`src/rtl/jk_bank_pkg.sv`:
```
// Shared opcode encodings, controller state type and default bank width for the JK bank controller.
package jk_bank_pkg;

    localparam int W_DEF = 4;

    typedef enum logic [1:0] {
        OP_LOAD   = 2'b00,
        OP_CLEAR  = 2'b01,
        OP_CNT_UP = 2'b10,
        OP_CNT_DN = 2'b11
    } op_e;

    typedef enum logic [1:0] {
        ST_IDLE = 2'b00,
        ST_EXEC = 2'b01,
        ST_DONE = 2'b10
    } state_e;

    function automatic logic is_cnt(input op_e o);
        return (o == OP_CNT_UP) || (o == OP_CNT_DN);
    endfunction

endpackage

```
`src/rtl/jk_cell.sv`:
```
// Single JK flip-flop: set, clear, toggle or hold on each rising edge; async active-low reset to 0.
module jk_cell (
    input  logic clk,
    input  logic reset,
    input  logic j,
    input  logic k,
    output logic q,
    output logic qbar
);

    always_ff @(posedge clk or negedge reset) begin
        if (!reset) begin
            q <= 1'b0;
        end else begin
            case ({j, k})
                2'b10:   q <= 1'b1;
                2'b01:   q <= 1'b0;
                2'b11:   q <= ~q;
                default: q <= q;
            endcase
        end
    end

    assign qbar = ~q;

endmodule

```
`src/rtl/jk_bank_ctrl.sv`:
```
// Command FSM driving a W-bit bank of JK cells: LOAD/CLEAR in one step, CNT_UP/CNT_DN in N steps.
// An accepted command is registered for one cycle before it acts, so q changes from accept+2 at the earliest.
module jk_bank_ctrl
    import jk_bank_pkg::*;
#(
    parameter int W = W_DEF
) (
    input  logic         clk,
    input  logic         reset,
    input  logic         cmd_valid,
    output logic         cmd_ready,
    input  logic [1:0]   cmd_op,
    input  logic [W-1:0] cmd_arg,
    output logic         busy,
    output logic         done,
    output logic         wrap,
    output logic [W-1:0] q
);

    state_e       state;
    op_e          op;
    logic         pend;
    logic [W-1:0] arg;
    logic [W-1:0] rem;
    logic         wrap_acc;

    logic [W-1:0] j;
    logic [W-1:0] k;
    logic [W-1:0] qbar;
    logic [W-1:0] up_tgl;
    logic [W-1:0] dn_tgl;
    logic         step_wrap;
    logic         accept;

    assign accept = cmd_valid && cmd_ready;

    // Bit i toggles when every lower bit is 1 (up) or 0 (down); bit 0 always toggles.
    assign up_tgl[0] = 1'b1;
    assign dn_tgl[0] = 1'b1;

    genvar gi;
    generate
        for (gi = 1; gi < W; gi++) begin : g_chain
            assign up_tgl[gi] = &q[gi-1:0];
            assign dn_tgl[gi] = &qbar[gi-1:0];
        end
        for (gi = 0; gi < W; gi++) begin : g_cell
            jk_cell u_cell (
                .clk  (clk),
                .reset(reset),
                .j    (j[gi]),
                .k    (k[gi]),
                .q    (q[gi]),
                .qbar (qbar[gi])
            );
        end
    endgenerate

    always_comb begin
        j         = '0;
        k         = '0;
        step_wrap = 1'b0;
        if (state == ST_EXEC) begin
            case (op)
                OP_LOAD: begin
                    j = arg & qbar;
                    k = ~arg & q;
                end
                OP_CLEAR: begin
                    k = q;
                end
                OP_CNT_UP: begin
                    j         = up_tgl;
                    k         = up_tgl;
                    step_wrap = &q;
                end
                default: begin
                    j         = dn_tgl;
                    k         = dn_tgl;
                    step_wrap = &qbar;
                end
            endcase
        end
    end

    always_ff @(posedge clk or negedge reset) begin
        if (!reset) begin
            state     <= ST_IDLE;
            op        <= OP_LOAD;
            pend      <= 1'b0;
            arg       <= '0;
            rem       <= '0;
            wrap_acc  <= 1'b0;
            cmd_ready <= 1'b1;
            busy      <= 1'b0;
            done      <= 1'b0;
            wrap      <= 1'b0;
        end else begin
            done <= 1'b0;
            wrap <= 1'b0;
            case (state)
                ST_IDLE: begin
                    if (pend) begin
                        pend <= 1'b0;
                        // Zero-step counts finish without touching the bank.
                        if (is_cnt(op) && (rem == '0)) begin
                            state <= ST_DONE;
                            done  <= 1'b1;
                        end else begin
                            state <= ST_EXEC;
                        end
                    end else if (accept) begin
                        pend      <= 1'b1;
                        op        <= op_e'(cmd_op);
                        arg       <= cmd_arg;
                        rem       <= is_cnt(op_e'(cmd_op)) ? cmd_arg : '0;
                        wrap_acc  <= 1'b0;
                        cmd_ready <= 1'b0;
                        busy      <= 1'b1;
                    end
                end
                ST_EXEC: begin
                    wrap_acc <= wrap_acc | step_wrap;
                    if (is_cnt(op)) begin
                        rem <= rem - W'(1);
                    end
                    if (!is_cnt(op) || (rem == W'(1))) begin
                        state <= ST_DONE;
                        done  <= 1'b1;
                        wrap  <= wrap_acc | step_wrap;
                    end
                end
                ST_DONE: begin
                    state     <= ST_IDLE;
                    cmd_ready <= 1'b1;
                    busy      <= 1'b0;
                end
                default: begin
                    state <= ST_IDLE;
                end
            endcase
        end
    end

endmodule

```
`config.mk`:
```
export PLATFORM = sky130hd
export DESIGN_NAME = jk_bank_ctrl
export DESIGN_NICKNAME = d
export VERILOG_FILES = /design/src/rtl/jk_bank_pkg.sv /design/src/rtl/jk_cell.sv /design/src/rtl/jk_bank_ctrl.sv
export SDC_FILE = /design/constraint.sdc
export NUM_CORES = 1
export LEC_CHECK = 0
export CAP_MARGIN = 0
export CORE_MARGIN = 3
export CORE_UTILIZATION = 45
export DETAILED_ROUTE_END_ITERATION = 12
export PLACE_DENSITY = 0.8
export SETUP_SLACK_MARGIN = 0.2
export SYNTH_ARGS = -nofsm -noshare
export SYNTH_HDL_FRONTEND = slang
export SYNTH_HIERARCHICAL = 1
export SYNTH_SLANG_ARGS = --single-unit
```
`constraint.sdc`:
```
create_clock -name clk -period 1.71 [get_ports clk]
set_clock_uncertainty 0.15 [all_clocks]
set_input_delay 0.171 -clock clk [delete_from_list [all_inputs] [get_ports clk]]
set_output_delay 0.171 -clock clk [all_outputs]
set_load 0.01 [all_outputs]
```
==> out/results.ini, run 1 <==
[status]
status=completed

[yosys]
syn_inst=135
ys_seq_area_share_pct=44.8
synth_xor_area_share_pct=0
ys_types=33
synthSimpleGateAreaFrac_pct=18.1
yosys.area_share.adder_pct=3.05
synth.area.top_cells=dfrtp_1 (43%), a21oi_1 (8.5%), mux2_2 (6.4%), nor2_1 (4.6%), inv_1 (3.7%)
synth_area_leader_cell=dfrtp_1
synth_top_family_by_area=compound AO/OA/AOI/OAI gates
synth_nets=147
synth-seq-cells=22
synth-compound-area-share_pct=21.0
yosys_warnings=6
syn_area_per_cell_um2=9.12
muxShareOfSynthArea_pct=6.40
synth_top_area_share_pct=42.7
netlist_area_um2=1230

[floorplanning]
rows=18
io_pins=17
start_util_pct=48.4
die_area_um2=3400
die_h_um=58.3
dieWidth_um=58.3
coreArea_um2=2540

[setup_path]
rr_worst_depth=3
r2r-start=cmd_ready$_DFFE_PN1P_
critPathCaptureType=flop
path_class=flop to flop
r2r-end=arg[2]$_DFFE_PN0P_
start_kind=flop
crit_arrival_ns=1.69
cp.required_ns=1.76
cp_max_fo=7
reg2reg_slack_ns=0.07

[cts]
root_buffer=clkbuf_4
cts_buffers=3
clkTransAtPathRegs_ns=0.12
htree_levels=1
clk_path_buf_depth=2
hold_buffers=0
cts.sinks=22
clock_latency_ns=0.30
cts_tree=yes

[grt]
antenna_found_initial=0
track_usage_pct=17.5
grt_max_degree=23
grt_pass1_vias=1038
gr-total-overflow=0
grt_pass1_wl_mm=4.60

[layout]
layout.nets=183
utilization_pct=65.2
n_antenna_cell=0
stdcell_count=200
area_delta_synth_final_pct=34.8
drive_above_1_share_pct=33.5

[timing]
maxSlewViolCount=0
relSlewSlack_pct=80.8
whs_ns=0.0424
worst_slew_pin_slew_ns=0.287
hold_violations=0
fmax_mhz=612
setup_viol=0
rsz0062_at_grt=yes
fin_crit_sh_pct=95.6
period_needed_ns=1.64
fin_ws_ns=0.0749

[route]
viasPerCell=5.67
routed_wl_mm=2.87
wl_per_cell_um=14.3
dr.pass1.iters=4
vias=1134
drc=0
ant_nets=0
drt_iter0_markers=40

[pwr]
comb_power_share_pct=54.5
p_leak_uw=0.000759
p_int_uw=1660
power_frac_clock_pct=10.3
power.switching_uw=1130
swShare_pct=40.6
seqPwrFrac_pct=35.3
powerDensity_nw_per_um2=1680
vdd_drop_max_mv=1.05

[placement]
pre_cts_ws_ns=-0.115
dp_hpwl_mm=1.92
dpl.cell_count=182
place.gp.congestion=0.885
io_buffer_count=16

[worst_hold_path]
hp-class=input pin to async pin

[run]
drv_cap=0

layout make-up:
class | count | area, um2
sequential | 22 | 557
fill | 205 | 886
multi-input combinational | 94 | 663
clock buffer | 4 | 36.3
timing repair buffer | 38 | 320
inverter | 12 | 45.0
tap | 30 | 37.5
cell families (layout without fill, tap and decap cells):
| kind of cell | after synthesis | in the layout |
|---|---|---|
| compound gates | 42 | 42 |
| fa+ha+maj | 3 | 3 |
| buf+inv | 19 | 54 |
| flops | 22 | 22 |
| mux | 7 | 7 |
| simple gates | 42 | 42 |
per-layer routing:
metal | up-vias | wire (um) | GRT usage, %
li1 | 538 | - | -
met1 | 559 | 1200 | 20.6
met2 | 31 | 1490 | 32.7
met3 | 6 | 127 | 3.29
met4 | 0 | 55 | 3.97
met5 | - | 0 | 0
cell usage in the layout, fill, tap and decap left out, types with 2 or more instances in the layout:
cell              n
mux2_2            7
dlygate4sd2_1     6
nor2_1           15
dfrtp_1          17
nand3_1           3
inv_1            11
o21ai_1           2
buf_4            22
a211o_1           2
nand3b_1          3
a31oi_1           6
and3_1            2
o21ai_0           4
ha_1              3
a21oi_1          13
or2_2             2
clkbuf_4          3
dfrtp_2           4
a21oi_2           8
clkdlybuf4s50_1   8
nand2_1           8
worst max-delay path, cell delays in order, from the launching register on:
cell      delay (ns)
dfstp_2         0.57
nand3b_1        0.11
or3_4           0.41
mux2_2          0.29
cell usage after synthesis:
library cell,number
nand2_1,8
nand3b_1,3
nand2b_1,1
o21bai_1,1
a21oi_1,21
a31o_4,1
and3_1,2
inv_1,12
o21ai_0,6
a21o_1,1
buf_6,1
nand2b_4,1
nor2_1,15
a21oi_2,1
nor3_2,1
dfrtp_1,21
nand3_1,3
a2bb2oi_1,1
or2_2,3
o41a_1,1
a21boi_0,1
a211o_1,2
or3_1,1
a31oi_1,6
ha_1,3
nand4bb_1,1
clkbuf_1,4
dfstp_2,1
nor3_1,1
nand4_1,1
buf_2,2
mux2_2,7
nand4b_1,1
worst max-delay path by stage:
stage,startpoint,endpoint,slack [ns],cells past startpoint
after CTS,cmd_ready$_DFFE_PN1P_,arg[2]$_DFFE_PN0P_,0.09,3
final,cmd_ready$_DFFE_PN1P_,arg[2]$_DFFE_PN0P_,0.07,3
after global routing,cmd_ready$_DFFE_PN1P_,arg[3]$_DFFE_PN0P_,0.04,3
after global placement,cmd_valid,op[0]$_DFFE_PN0P_,-0.07,4
after floorplan,cmd_ready$_DFFE_PN1P_,arg[0]$_DFFE_PN0P_,0.1,4
after detailed placement,cmd_valid,arg[2]$_DFFE_PN0P_,-0.12,4
power by group through the flow:
stage	sequential, uW	combinational (uW)	clock (uW)
5_1_grt	1020	1680	317
2_1_floorplan	959	837	0
6_report	984	1520	286
3_5_place_dp	1050	1180	0
4_1_cts	982	1400	295
3_3_place_gp	1020	1130	0
sequential cells by signal (all words and copies together) (netlist names):
register and flops:
arg 4, g_cell.u_cell/q 4, rem 4, op 2, state 2, busy 1
cmd_ready 1, done 1, pend 1, wrap 1, wrap_acc 1
through the flow:
stage	setup TNS, ns	cell area [um2]	total power, uW
after global routing	0	1660	3010
after floorplan	0	1250	1800
after global placement	-0.444	1460	2150
after CTS	0	1600	2680
final	0	1660	2790
after detailed placement	-0.650	1460	2230
what timing repair did:
action,4_1_cts,5_1_grt
pin swaps,2,4
gates resized for setup,17,9
buffers inserted,10,4
setup endpoints to repair,23,18
Note: power is estimated with default switching activity, not from simulation.
==> run 2: changes to the inputs <==
--- a/config.mk
+++ b/config.mk
@@ -7,9 +7,9 @@
 export LEC_CHECK = 0
 export CAP_MARGIN = 0
 export CORE_MARGIN = 3
-export CORE_UTILIZATION = 45
+export CORE_UTILIZATION = 48
 export DETAILED_ROUTE_END_ITERATION = 12
-export PLACE_DENSITY = 0.8
+export PLACE_DENSITY = 0.84
 export SETUP_SLACK_MARGIN = 0.2
 export SYNTH_ARGS = -nofsm -noshare
 export SYNTH_HDL_FRONTEND = slang
==> out/results.ini, run 2 (synthesized netlist as in run 1, its figures left out) <==
[status]
status=completed

[setup_path]
critPathCaptureType=flop
start_kind=flop
cp_max_fo=7
cp.required_ns=1.77
crit_arrival_ns=1.67
path_class=flop to flop
slowest_delay_ns=0.57
critPathSlowestCell=dfstp_2
crit_buf_inv=0
crit_chain=nand3b_1 -> or3_4 -> mux2_2
crit_family=flip-flops

[grt]
grt_util_met2_pct=36.1
track_usage_pct=20.5
grt_max_degree=23
antenna_found_initial=0
grt_use_met3_pct=3.45
gr-total-overflow=0
grt_pass1_vias=1194
grt_use_met1_pct=24.2
grt_pass1_wl_mm=5.22
grt_busiest_layer=met2

[route]
viasPerCell=5.69
ant_nets=0
dr.pass1.iters=4
drc=0
wl_per_cell_um=15.0
vias=1132
routed_wl_mm=2.98
drt_iter0_markers=37

[run]
drv_cap=0

[timing]
hold_violations=0
setup_viol=0
relSlewSlack_pct=79.6
worst_slew_pin_slew_ns=0.303
fmax_mhz=619
maxSlewViolCount=0
rsz0062_at_grt=yes
fin_crit_sh_pct=94.5
fin_ws_ns=0.0932
period_needed_ns=1.62
whs_ns=0.0470

[placement]
place_area_um2=1470
place.gp.congestion=0.750
dp_hpwl_mm=2.05
io_buffer_count=16
pre_cts_ws_ns=-0.108

[layout]
layout.nets=184
area_delta_synth_final_pct=33.4
final_common_cell=buf_4
design_area_um2=1640
final_cell_mix=buf_4 (19), dfrtp_1 (17), a21oi_1 (16)
reg_top3=arg: 4 flops, g_cell.u_cell/q: 4 flops, rem: 4 flops
drive_above_1_share_pct=32.2
n_antenna_cell=0

[cts]
clkTransAtPathRegs_ns=0.13
clock_latency_ns=0.31
cts_tree=yes
htree_levels=1
cts_buffers=3
clk_path_buf_depth=2
hold_buffers=0
root_buffer=clkbuf_4
cts.sinks=22

[pwr]
vdd_drop_max_mv=1.11
p_leak_uw=0.000762
powerDensity_nw_per_um2=1720

[floorplanning]
dieWidth_um=56.6
die_area_um2=3210
coreArea_um2=2320
start_util_pct=53.1
die_h_um=56.6
rows=17
io_pins=17

[worst_hold_path]
hp-class=input pin to async pin

run 2: cell count changes in the layout (fill, tap and decap cells not counted), sizes merged:
cell | previous run | this run
buf | 22 | 23
clkbuf | 4 | 5
clkdlybuf4s15 | 1 | 0
run 2: layout make-up:
cell class | count | area, um2
Multi-Input combinational cell | 94 | 632
Clock buffer | 4 | 36.3
Tap cell | 28 | 35.0
Timing Repair Buffer | 39 | 338
Sequential cell | 22 | 557
Inverter | 12 | 45.0
Fill cell | 167 | 676
run 2: final timing paths:
kind | from | to | slack, ns | cells past startpoint
worst max-delay path | cmd_ready$_DFFE_PN1P_ | op[1]$_DFFE_PN0P_ | 0.09 | 3
worst min-delay path | reset | g_cell[2].u_cell/q$_DFFE_PN0P_ | 0.05 | 2
worst max register to register | cmd_ready$_DFFE_PN1P_ | op[1]$_DFFE_PN0P_ | 0.09 | 3
worst min register to register | g_cell[3].u_cell/q$_DFFE_PN0P_ | g_cell[3].u_cell/q$_DFFE_PN0P_ | 0.35 | 1
max in group asynchronous | reset | cmd_ready$_DFFE_PN1P_ | 1.08 | 2
min in group clk | cmd_op[0] | op[0]$_DFFE_PN0P_ | 0.32 | 2
run 2: worst register-to-register path: cells and delay by family, from the launching register on:
family	cells	cell delay, ns
AND/OR/NAND/NOR	2	0.51
flip-flops	1	0.57
multiplexers	1	0.30
run 2: stage by stage:
step / setup TNS, ns / utilization, % / total power, uW / std cells
final: 0 / 70.9 / 2830 / 199
after global routing: 0 / 70.9 / 3040 / 199
after CTS: 0 / 69.9 / 2740 / 199
after detailed placement: -0.731 / 63.4 / 2250 / 181
after global placement: -0.310 / 63.4 / 2150 / 181
after floorplan: 0 / - / 1800 / 135
run 2: per-layer routing:
metal | wire length [um] | up-vias | share of wire, %
li1 | - | 544 | -
met1 | 1270 | 548 | 42
met2 | 1540 | 33 | 52
met3 | 122 | 7 | 4.1
met4 | 49 | 0 | 1.6
met5 | 0 | - | 0
run 2: where the power goes:
group / switching (uW) / internal, uW
combinational: 731 / 789
clock: 160 / 130
sequential: 268 / 756
total: 1160 / 1670
run 2: what timing repair did:
action | CTS | global route
resized for setup | 16 | 10
pin swaps | 1 | 2
buffers inserted | 14 | 0
endpoints found under the setup margin | 23 | 17
